$ cat config.mk
export PLATFORM = sky130hd
export DESIGN_NAME = inst_fetch_ctrl
export DESIGN_NICKNAME = d
export VERILOG_FILES = /design/src/rtl/inst_fetch_ctrl.sv
export SDC_FILE = /design/constraint.sdc
export NUM_CORES = 1
export LEC_CHECK = 0
export CELL_PAD_IN_SITES_DETAIL_PLACEMENT = 1
export CELL_PAD_IN_SITES_GLOBAL_PLACEMENT = 1
export CORE_MARGIN = 2
export CORE_UTILIZATION = 43
export CTS_CLUSTER_DIAMETER = 30
export CTS_CLUSTER_SIZE = 30
export DETAILED_ROUTE_END_ITERATION = 8
export PLACE_DENSITY_LB_ADDON = 0.1
export SYNTH_ARGS = -nofsm -noshare
export SYNTH_HDL_FRONTEND = slang
export SYNTH_SLANG_ARGS = --single-unit
export TNS_END_PERCENT = 1
$ cat constraint.sdc
create_clock -name i_clk -period 11.19 [get_ports i_clk]
set_input_delay 1.6785 -clock i_clk [delete_from_list [all_inputs] [get_ports i_clk]]
set_output_delay 1.6785 -clock i_clk [all_outputs]
set_load 0.01 [all_outputs]
$ cat src/rtl/inst_fetch_ctrl.sv
// inst_fetch_ctrl: program-counter sequencer and fetch buffer for the RV32
// instruction memory. Drives the word address into a combinational memory,
// captures {pc, inst} pairs into a small FIFO and hands them to decode over
// a valid/ready handshake. A redirect port serves branches/jumps and an
// all-zero fetched word optionally halts fetch.
// Optional feature: define IFETCH_MISALIGN_TRAP_EN to reject misaligned
// redirect targets and report them on o_misalign / o_misalign_pc. Without it,
// redirect targets are silently word aligned.
module inst_fetch_ctrl #(
  parameter int                    ADDR_WIDTH   = 32,
  parameter logic [ADDR_WIDTH-1:0] RESET_PC     = '0,
  parameter int                    BUF_DEPTH    = 2,
  parameter int                    HALT_ON_ZERO = 1
) (
  input  logic                  i_clk,
  input  logic                  i_rst_n,
  output logic [ADDR_WIDTH-1:0] o_imem_addr,
  input  logic [31:0]           i_imem_inst,
  output logic                  o_inst_valid,
  input  logic                  i_inst_ready,
  output logic [31:0]           o_inst,
  output logic [ADDR_WIDTH-1:0] o_inst_pc,
  input  logic                  i_redirect_valid,
  input  logic [ADDR_WIDTH-1:0] i_redirect_pc,
  output logic                  o_halted
`ifdef IFETCH_MISALIGN_TRAP_EN
  ,
  output logic                  o_misalign,
  output logic [ADDR_WIDTH-1:0] o_misalign_pc
`endif
);

  localparam int PW = (BUF_DEPTH > 1) ? $clog2(BUF_DEPTH) : 1;
  localparam int CW = $clog2(BUF_DEPTH + 1);

  typedef enum logic [1:0] {
    ST_BOOT  = 2'd0,
    ST_FETCH = 2'd1,
    ST_HALT  = 2'd2
  } state_t;

  state_t                state, state_nxt;
  logic [ADDR_WIDTH-1:0] pc, pc_nxt;

  logic [ADDR_WIDTH-1:0] fifo_pc   [BUF_DEPTH];
  logic [31:0]           fifo_inst [BUF_DEPTH];
  logic [PW-1:0]         rd_ptr, wr_ptr;
  logic [CW-1:0]         count;

  logic                  pop;
  logic                  push;
  logic                  flush;
  logic                  has_room;
  logic                  inst_zero;
  logic                  redir;
  logic [ADDR_WIDTH-1:0] redir_tgt;

`ifdef IFETCH_MISALIGN_TRAP_EN
  logic redir_mis;

  // A misaligned target is rejected outright; only aligned targets redirect.
  assign redir_mis = i_redirect_valid && (i_redirect_pc[1:0] != 2'b00);
  assign redir     = i_redirect_valid && !redir_mis;
  assign redir_tgt = i_redirect_pc;
`else
  // Clear the byte-offset bits so the PC always stays word aligned.
  function automatic logic [ADDR_WIDTH-1:0] word_align(input logic [ADDR_WIDTH-1:0] a);
    return a & ~ADDR_WIDTH'(3);
  endfunction

  assign redir     = i_redirect_valid;
  assign redir_tgt = word_align(i_redirect_pc);
`endif

  assign o_imem_addr  = pc;
  assign o_inst_valid = (count != '0);
  assign pop          = o_inst_valid && i_inst_ready;
  assign o_halted     = (state == ST_HALT);
  assign o_inst       = o_inst_valid ? fifo_inst[rd_ptr] : 32'h0;
  assign o_inst_pc    = o_inst_valid ? fifo_pc[rd_ptr]   : '0;

  // Next-state, next-PC and FIFO push/flush decisions; redirect beats fetch.
  always_comb begin
    state_nxt = state;
    pc_nxt    = pc;
    push      = 1'b0;
    flush     = 1'b0;
    inst_zero = (HALT_ON_ZERO != 0) && (i_imem_inst == 32'h0);
    has_room  = (count < CW'(BUF_DEPTH)) || pop;
    case (state)
      ST_BOOT: begin
        state_nxt = ST_FETCH;
        if (redir) pc_nxt = redir_tgt;
      end
      ST_FETCH: begin
        if (redir) begin
          pc_nxt = redir_tgt;
          flush  = 1'b1;
        end else if (has_room) begin
          if (inst_zero) begin
            state_nxt = ST_HALT;
          end else begin
            push   = 1'b1;
            pc_nxt = pc + ADDR_WIDTH'(4);
          end
        end
      end
      ST_HALT: begin
        if (redir) begin
          pc_nxt    = redir_tgt;
          flush     = 1'b1;
          state_nxt = ST_FETCH;
        end
      end
      default: state_nxt = ST_BOOT;
    endcase
  end

  // State and PC registers.
  always_ff @(posedge i_clk) begin
    if (!i_rst_n) begin
      state <= ST_BOOT;
      pc    <= RESET_PC;
    end else begin
      state <= state_nxt;
      pc    <= pc_nxt;
    end
  end

  // FIFO pointers and occupancy; a flush empties the buffer regardless of pop.
  always_ff @(posedge i_clk) begin
    if (!i_rst_n) begin
      rd_ptr <= '0;
      wr_ptr <= '0;
      count  <= '0;
    end else if (flush) begin
      rd_ptr <= '0;
      wr_ptr <= '0;
      count  <= '0;
    end else begin
      if (push) wr_ptr <= wr_ptr + PW'(1);
      if (pop)  rd_ptr <= rd_ptr + PW'(1);
      count <= count + CW'(push) - CW'(pop);
    end
  end

  // FIFO storage; contents are only meaningful below the occupancy count.
  always_ff @(posedge i_clk) begin
    if (push) begin
      fifo_pc[wr_ptr]   <= pc;
      fifo_inst[wr_ptr] <= i_imem_inst;
    end
  end

`ifdef IFETCH_MISALIGN_TRAP_EN
  // One-cycle misalign pulse; the offending target is held until the next one.
  always_ff @(posedge i_clk) begin
    if (!i_rst_n) begin
      o_misalign    <= 1'b0;
      o_misalign_pc <= '0;
    end else begin
      o_misalign <= redir_mis;
      if (redir_mis) o_misalign_pc <= i_redirect_pc;
    end
  end
`endif

endmodule

==> results of run 1 <==
==> sequential cells by signal, summed over array words and instances (netlist names), named ones only <==
register,flops
fifo_inst,64
state,2
wr_ptr,1
rd_ptr,1
count,2
fifo_pc,60
o_imem_addr,30
==> layer usage <==
metal,GRT usage (%),vias up
met5,0,-
met4,7.151,0
met3,4.795,13
met2,40.12,154
met1,28.99,2732
li1,-,2521
==> cell families (layout without fill, tap and decap cells) <==
logic type / Yosys count / count (layout)
simple gates: 197 / 197
flops: 161 / 161
compound gates: 102 / 102
mux: 62 / 62
buf+inv: 52 / 205
fa+ha+maj: 7 / 7
xor+xnor: 4 / 4
other cells: 1 / 4
==> worst min-delay path by stage <==
stage                     endpoint  slack [ns]  cells past startpoint
floorplan                 register        0.48                      2
global placement          register        0.50                      2
detailed placement        register        0.51                      2
CTS                         rd_ptr        0.53                      2
global route        fifo_pc[0][31]        0.54                      0
finish                      rd_ptr        0.51                      2
==> layout make-up <==
class                      instances  share of cell area (%)
tap                              220                   2.869
clock buffer                      17                   4.433
inverter                           8                  0.3129
multi-input combinational        376                   26.74
clock inverter                    14                   1.943
timing repair buffer             166                   17.13
sequential                       161                   46.56
==> through the flow <==
step                      setup slack (ns)  hold slack, ns
after global routing                 6.622          0.5424
final                                6.787          0.5146
after detailed placement             6.334          0.5087
after floorplan                      6.025          0.4812
after CTS                            6.758          0.5254
after global placement               6.394          0.4952
==> placed cells by master, fill, tap and decap left out, types with 6 or more instances in the layout <==
master           count
a211oi_1             9
a21oi_1             10
a31oi_1             10
and3_1               7
buf_4                7
clkbuf_16           17
clkdlybuf4s50_1    159
dfxtp_1             36
edfxtp_1           124
ha_1                 7
inv_1                8
mux2i_1             62
nand2_1             32
nand3_1              8
nand4_1              8
nor2_1              92
nor3_1              12
o21ai_0              6
o221a_1              8
o31a_1               7
o31ai_1              9
o32ai_1              8
==> tightest hold or removal path: cells and delay by family, from the launching register on <==
family	cells	cell delay (ns)
simple gates	1	0.07
flops	1	0.32
xor+xnor	1	0.09
==> power breakdown <==
part	switching (mW)	total [mW]	internal [mW]
logic	0.223	0.466	0.242
registers	0.0590	0.745	0.686
clock network	0.237	0.608	0.372
total	0.519	1.82	1.30
==> run_results.csv, run 1 <==
group,metric,value,unit
global_route,grt_use_total,23.06,%
cells_and_area,n_antenna_cell,0,
critical_path,cp_num_cells,7,
logic_synthesis,syn_area,0.007199,sq mm
critical_path,critical_path_class,"input port to register",
placed_design,dp_cells,931,
critical_path,crit_start,"i_imem_inst[20]",
cells_and_area,fin_util,58.28,%
cells_and_area,fin_cells,962,
outcome,outcome,"completed",
die,dieArea,0.01779,sq mm
global_route,grt_max_degree,66,
cts,clk_pin_slew,0.06,ns
logic_synthesis,yosysMostFrequentCell,"edfxtp_1",
placed_design,dpl_cell_area,0.008984,sq mm
critical_path,critPathLaunchType,"input port",
cells_and_area,synthToLayoutAreaGrowth,33.28,%
cts,cts_resized,0,
logic_synthesis,synth-xor-area-share,0.4866,%
logic_synthesis,synthAdderAreaFrac,1.217,%
die,fp.dieH,133.4,um
cts,clockBufferDepth,2,
sta,fin_skew,0.01278,ns
cts,cts_tree,"yes",
logic_synthesis,ys_seq_area_share,62.01,%
cells_and_area,nets,805,
sta,setup_viol,0,
critical_path,crit_buf_inv,2,
detailed_routing,drc_errors,0,
sta,slew_viol_final,0,
logic_synthesis,synth_top_area_share,51.72,%
critical_path,r2r_start,"state[1]",
cts,clock_latency,0.42,ns
cts,post_cts_buffers,0,
logic_synthesis,synth_edf_count,124,
cells_and_area,drive_gt1_share,6.873,%
detailed_routing,totalWireLength,20.08,mm
hold_path,hold_path_class,"register to register",
detailed_routing,met2WireLength,10.25,mm
die,die_x,133.4,um
detailed_routing,antenna_left,0,
die,core_area,0.01647,sq mm
cts,htreeDepth,4,
sta,max-slew-margin-rel,22.39,%
critical_path,reg2reg_slack,8.29,ns
hold_path,min_from,"rd_ptr",
global_route,antenna_found_initial,0,
die,num_rows,47,
critical_path,cp.required,11.55,ns
placed_design,port_buffers,159,
sta,hold_violations,0,
cts,cts_buffers,17,
global_route,grt_pass1_wl,32.09,mm
power_and_ir_drop,p_total,1.819,mW
sta,grt_setup_unrepaired,"false",
logic_synthesis,synth_seq_cells,161,
detailed_routing,drtIter0Drc,278,
cells_and_area,fillers,1670,
cells_and_area,regArea,0.004468,sq mm
cells_and_area,design_area,0.009595,sq mm
global_route,grt_pass1_vias,5832,
critical_path,path_max_fanout,34,
detailed_routing,wl_met3,1.067,mm
logic_synthesis,yosys.area_share.simple,13.56,%
critical_path,cp_slowest_cell,"or2_1",
logic_synthesis,synthTopCellsByArea,"edfxtp_1 (52%), dfxtp_1 (10%), mux2i_1 (8.6%)",
detailed_routing,vias,5420,
global_route,overflow,0,
detailed_routing,top_layer,"met4",
power_and_ir_drop,ir_drop,0.0001149,V
logic_synthesis,synth_warnings,0,
critical_path,crit_path_max_incr_delay,0.92,ns
critical_path,crit_family,"simple AND/OR/NAND/NOR gates",
logic_synthesis,syn_area_per_cell,12.29,sq um
detailed_routing,met1Wirelength,8.600,mm
logic_synthesis,synth-compound-area-share,10.98,%
sta,finalCriticalPeriod,4.403,ns
logic_synthesis,synthTopCellsByCount,"edfxtp_1 (124), nor2_1 (95), mux2i_1 (62), dfxtp_1 (37), clkbuf_1 (34)",
sta,worst_slew_pin_slew,1.164,ns
logic_synthesis,ys_types,55,
logic_synthesis,ys_async_sr_fraction,0,%
die,start_util,43.72,%
critical_path,reg2reg_to,"fifo_pc[0][29]",
critical_path,arrival,4.76,ns
cells_and_area,multi_input_area,0.002566,sq mm
critical_path,crit_chain,"clkdlybuf4s50_1 > nor4_1 > nand4_1 > nor3b_4 > buf_4 > or2_1 > o221a_1",
placed_design,gp_congestion,0.7803,
sta,setup_tns,0,ns
critical_path,endpoint,"o_imem_addr[2]",
logic_synthesis,synth_mux_area_share,8.620,%
detailed_routing,drt_first_pass_iters,5,
cts,clock-sinks,161,
cts,postCtsHoldBufs,0,
power_and_ir_drop,p_leak,3.191,nW
placed_design,hpwlAfterDp,12.77,mm
logic_synthesis,synth_area_leader_cell,"edfxtp_1",
critical_path,r2r_cells,7,
run,max-cap-violations,0,
detailed_routing,vias_per_cell,5.634,
logic_synthesis,synth_top_family_by_area,"simple AND/OR/NAND/NOR gates",
detailed_routing,wl_per_cell,20.87,um
cts,cts_root_buf,"clkbuf_16",
sta,max_freq,227.1,MHz
critical_path,end_kind,"register",
sta,min_period_over_period,39.35,%
power_and_ir_drop,power_density,189.6,mW/mm^2
logic_synthesis,syn_inst,586,
die,io_pins,166,
logic_synthesis,synth-main-ff-cell,"edfxtp_1",
Note: power is estimated with default switching activity, not from simulation.
==> run 2, diff against run 1 <==
--- a/config.mk
+++ b/config.mk
@@ -8,7 +8,7 @@
 export CELL_PAD_IN_SITES_DETAIL_PLACEMENT = 1
 export CELL_PAD_IN_SITES_GLOBAL_PLACEMENT = 1
 export CORE_MARGIN = 2
-export CORE_UTILIZATION = 43
+export CORE_UTILIZATION = 36
 export CTS_CLUSTER_DIAMETER = 30
 export CTS_CLUSTER_SIZE = 30
 export DETAILED_ROUTE_END_ITERATION = 8
==> constraint.sdc (replaced) <==
create_clock -name i_clk -period 3.9 [get_ports i_clk]
set_input_delay 0.585 -clock i_clk [delete_from_list [all_inputs] [get_ports i_clk]]
set_output_delay 0.585 -clock i_clk [all_outputs]
set_load 0.01 [all_outputs]
==> run 2 against run 1 <==
Global-route usage fell by 4.2 points. Total power rose to 2.7 times the previous value. Sequential power rose to 2.8 times the previous value. Sequential cell count did not move. Register-to-register slack got worse by 7.1 ns.
==> run_results.csv, run 2 (synthesized netlist as in run 1, its figures left out) <==
group,metric,value,unit
sta,grt_setup_unrepaired,"false",
placed_design,hpwlAfterDp,13.45,mm
die,io_pins,166,
global_route,grt_use_total,18.91,%
die,core_area,0.01953,sq mm
sta,max_freq,328.2,MHz
critical_path,path_max_fanout,41,
sta,fin_skew,0.01181,ns
global_route,grt_max_degree,48,
placed_design,gp_congestion,0.7935,
detailed_routing,antenna_left,0,
critical_path,r2r_start,"state[0]",
critical_path,critical_path_class,"register to output port",
cells_and_area,n_antenna_cell,0,
critical_path,reg2reg_slack,1.20,ns
die,fp.dieH,145.4,um
cells_and_area,drive_gt1_share,8.234,%
critical_path,end_kind,"output port",
detailed_routing,drtIter0Drc,206,
die,dieArea,0.02115,sq mm
detailed_routing,wl_met3,692,um
global_route,grt_pass1_wl,31.84,mm
critical_path,crit_path_max_incr_delay,0.82,ns
detailed_routing,drt_first_pass_iters,4,
cells_and_area,layout_commonest_cell,"clkdlybuf4s50_1",
sta,hold_violations,0,
detailed_routing,top_layer,"met4",
critical_path,critPathLaunchType,"register",
critical_path,crit_chain,"buf_4 > mux2i_1 > nor2_1 > clkdlybuf4s50_1",
cts,clock_latency,0.42,ns
hold_path,hold_path_class,"register to register",
detailed_routing,vias,5420,
power_and_ir_drop,ir_drop,0.0003080,V
placed_design,dpl_cell_area,0.009128,sq mm
detailed_routing,drc_errors,0,
cts,cts_tree,"yes",
critical_path,r2r_cells,7,
cts,htreeDepth,4,
detailed_routing,met2WireLength,9.975,mm
cts,clock-sinks,161,
outcome,outcome,"completed",
critical_path,cp.required,3.31,ns
cts,cts_root_buf,"clkbuf_16",
cells_and_area,top_register,"fifo_inst",
cts,cts_buffers,17,
power_and_ir_drop,p_leak,3.210,nW
detailed_routing,wl_per_cell,19.51,um
hold_path,min_from,"rd_ptr",
die,start_util,36.87,%
detailed_routing,met1Wirelength,8.831,mm
power_and_ir_drop,power_density,517.6,mW/mm^2
die,die_x,145.4,um
cts,clk_pin_slew,0.06,ns
cells_and_area,design_area,0.009663,sq mm
detailed_routing,vias_per_cell,5.324,
cells_and_area,nets,815,
sta,worst_slew_pin_slew,1.016,ns
global_route,overflow,0,
sta,layout_setup_ws,0.8533,ns
cts,postCtsHoldBufs,0,
die,num_rows,51,
sta,hold_slack,0.5217,ns
critical_path,reg2reg_to,"o_imem_addr[16]",
cells_and_area,synthToLayoutAreaGrowth,34.22,%
global_route,antenna_found_initial,0,
placed_design,port_buffers,159,
sta,setup_viol,0,
power_and_ir_drop,p_total,5.001,mW
placed_design,post-place-ws,0.7211,ns
cts,clockBufferDepth,2,
global_route,grt_pass1_vias,5690,
hold_path,worstHoldPathCells,2,
sta,min_period_over_period,78.12,%
sta,finalCriticalPeriod,3.047,ns
cts,cts_resized,0,
critical_path,cp_slowest_cell,"dfxtp_4",
cts,post_cts_buffers,0,
sta,max-slew-margin-rel,31.90,%
cells_and_area,final_cell_mix,"clkdlybuf4s50_1 (159), edfxtp_1 (124), nor2_1 (92)",
cells_and_area,fin_util,49.49,%
detailed_routing,totalWireLength,19.86,mm
critical_path,arrival,2.46,ns
run,max-cap-violations,0,
sta,slew_viol_final,0,
cells_and_area,largest_register_ffs,64,
run 2: cell types whose count changed in the layout (fill, tap and decap cells not counted):
cell,change
buf_4,+9
bufinv_16,-4
inv_6,+3
clkinv_4,+2
buf_12,+1
clkbuf_1,+1
clkinv_1,-1
run 2: worst max-delay path by stage:
stage                    start              end  cells past startpoint
2_1_floorplan         state[1]  fifo_inst[0][0]                      6
3_3_place_gp   i_imem_inst[11]         count[1]                     11
3_5_place_dp   i_imem_inst[11]         count[1]                     11
4_1_cts               register     o_inst_pc[7]                      4
5_1_grt               register     o_inst_pc[7]                      4
6_report              register     o_inst_pc[7]                      4
run 2: power by group:
group          leakage (nW)  switching, mW  total [mW]  internal [mW]
Sequential             1.45          0.142        2.11           1.97
Combinational          1.51          0.657        1.36          0.706
Clock                 0.257          0.706        1.53          0.822
run 2: layout make-up:
type                    count  area [sq um]
clock buffers              18         429.2
clock inverters            14         106.4
fillers                  2078          9863
inverters                   8         30.03
multi-input cells         376          2566
flip-flops and latches    161          4468
well taps                 265         331.6
repair buffers            176          1732
run 2: per-layer routing:
layer / track usage [%] / vias up
met4: 5.735 / 0
met2: 33.10 / 122
li1: - / 2545
met5: 0 / -
met3: 3.480 / 21
met1: 23.87 / 2732
run 2: per-stage QoR:
step / setup TNS, ns / instances
final: 0 / 1018
after global routing: 0 / 1018
after CTS: 0 / 1018
after detailed placement: 0 / 986
after global placement: 0 / 986
after floorplan: -24.24 / 589
run 2: worst max-delay path, delay by kind of cell (launching register included):
kind | cells | cell delay [ns]
buffers and inverters | 2 | 0.88
DFF | 1 | 0.82
and+or+nand+nor | 1 | 0.06
muxes | 1 | 0.25
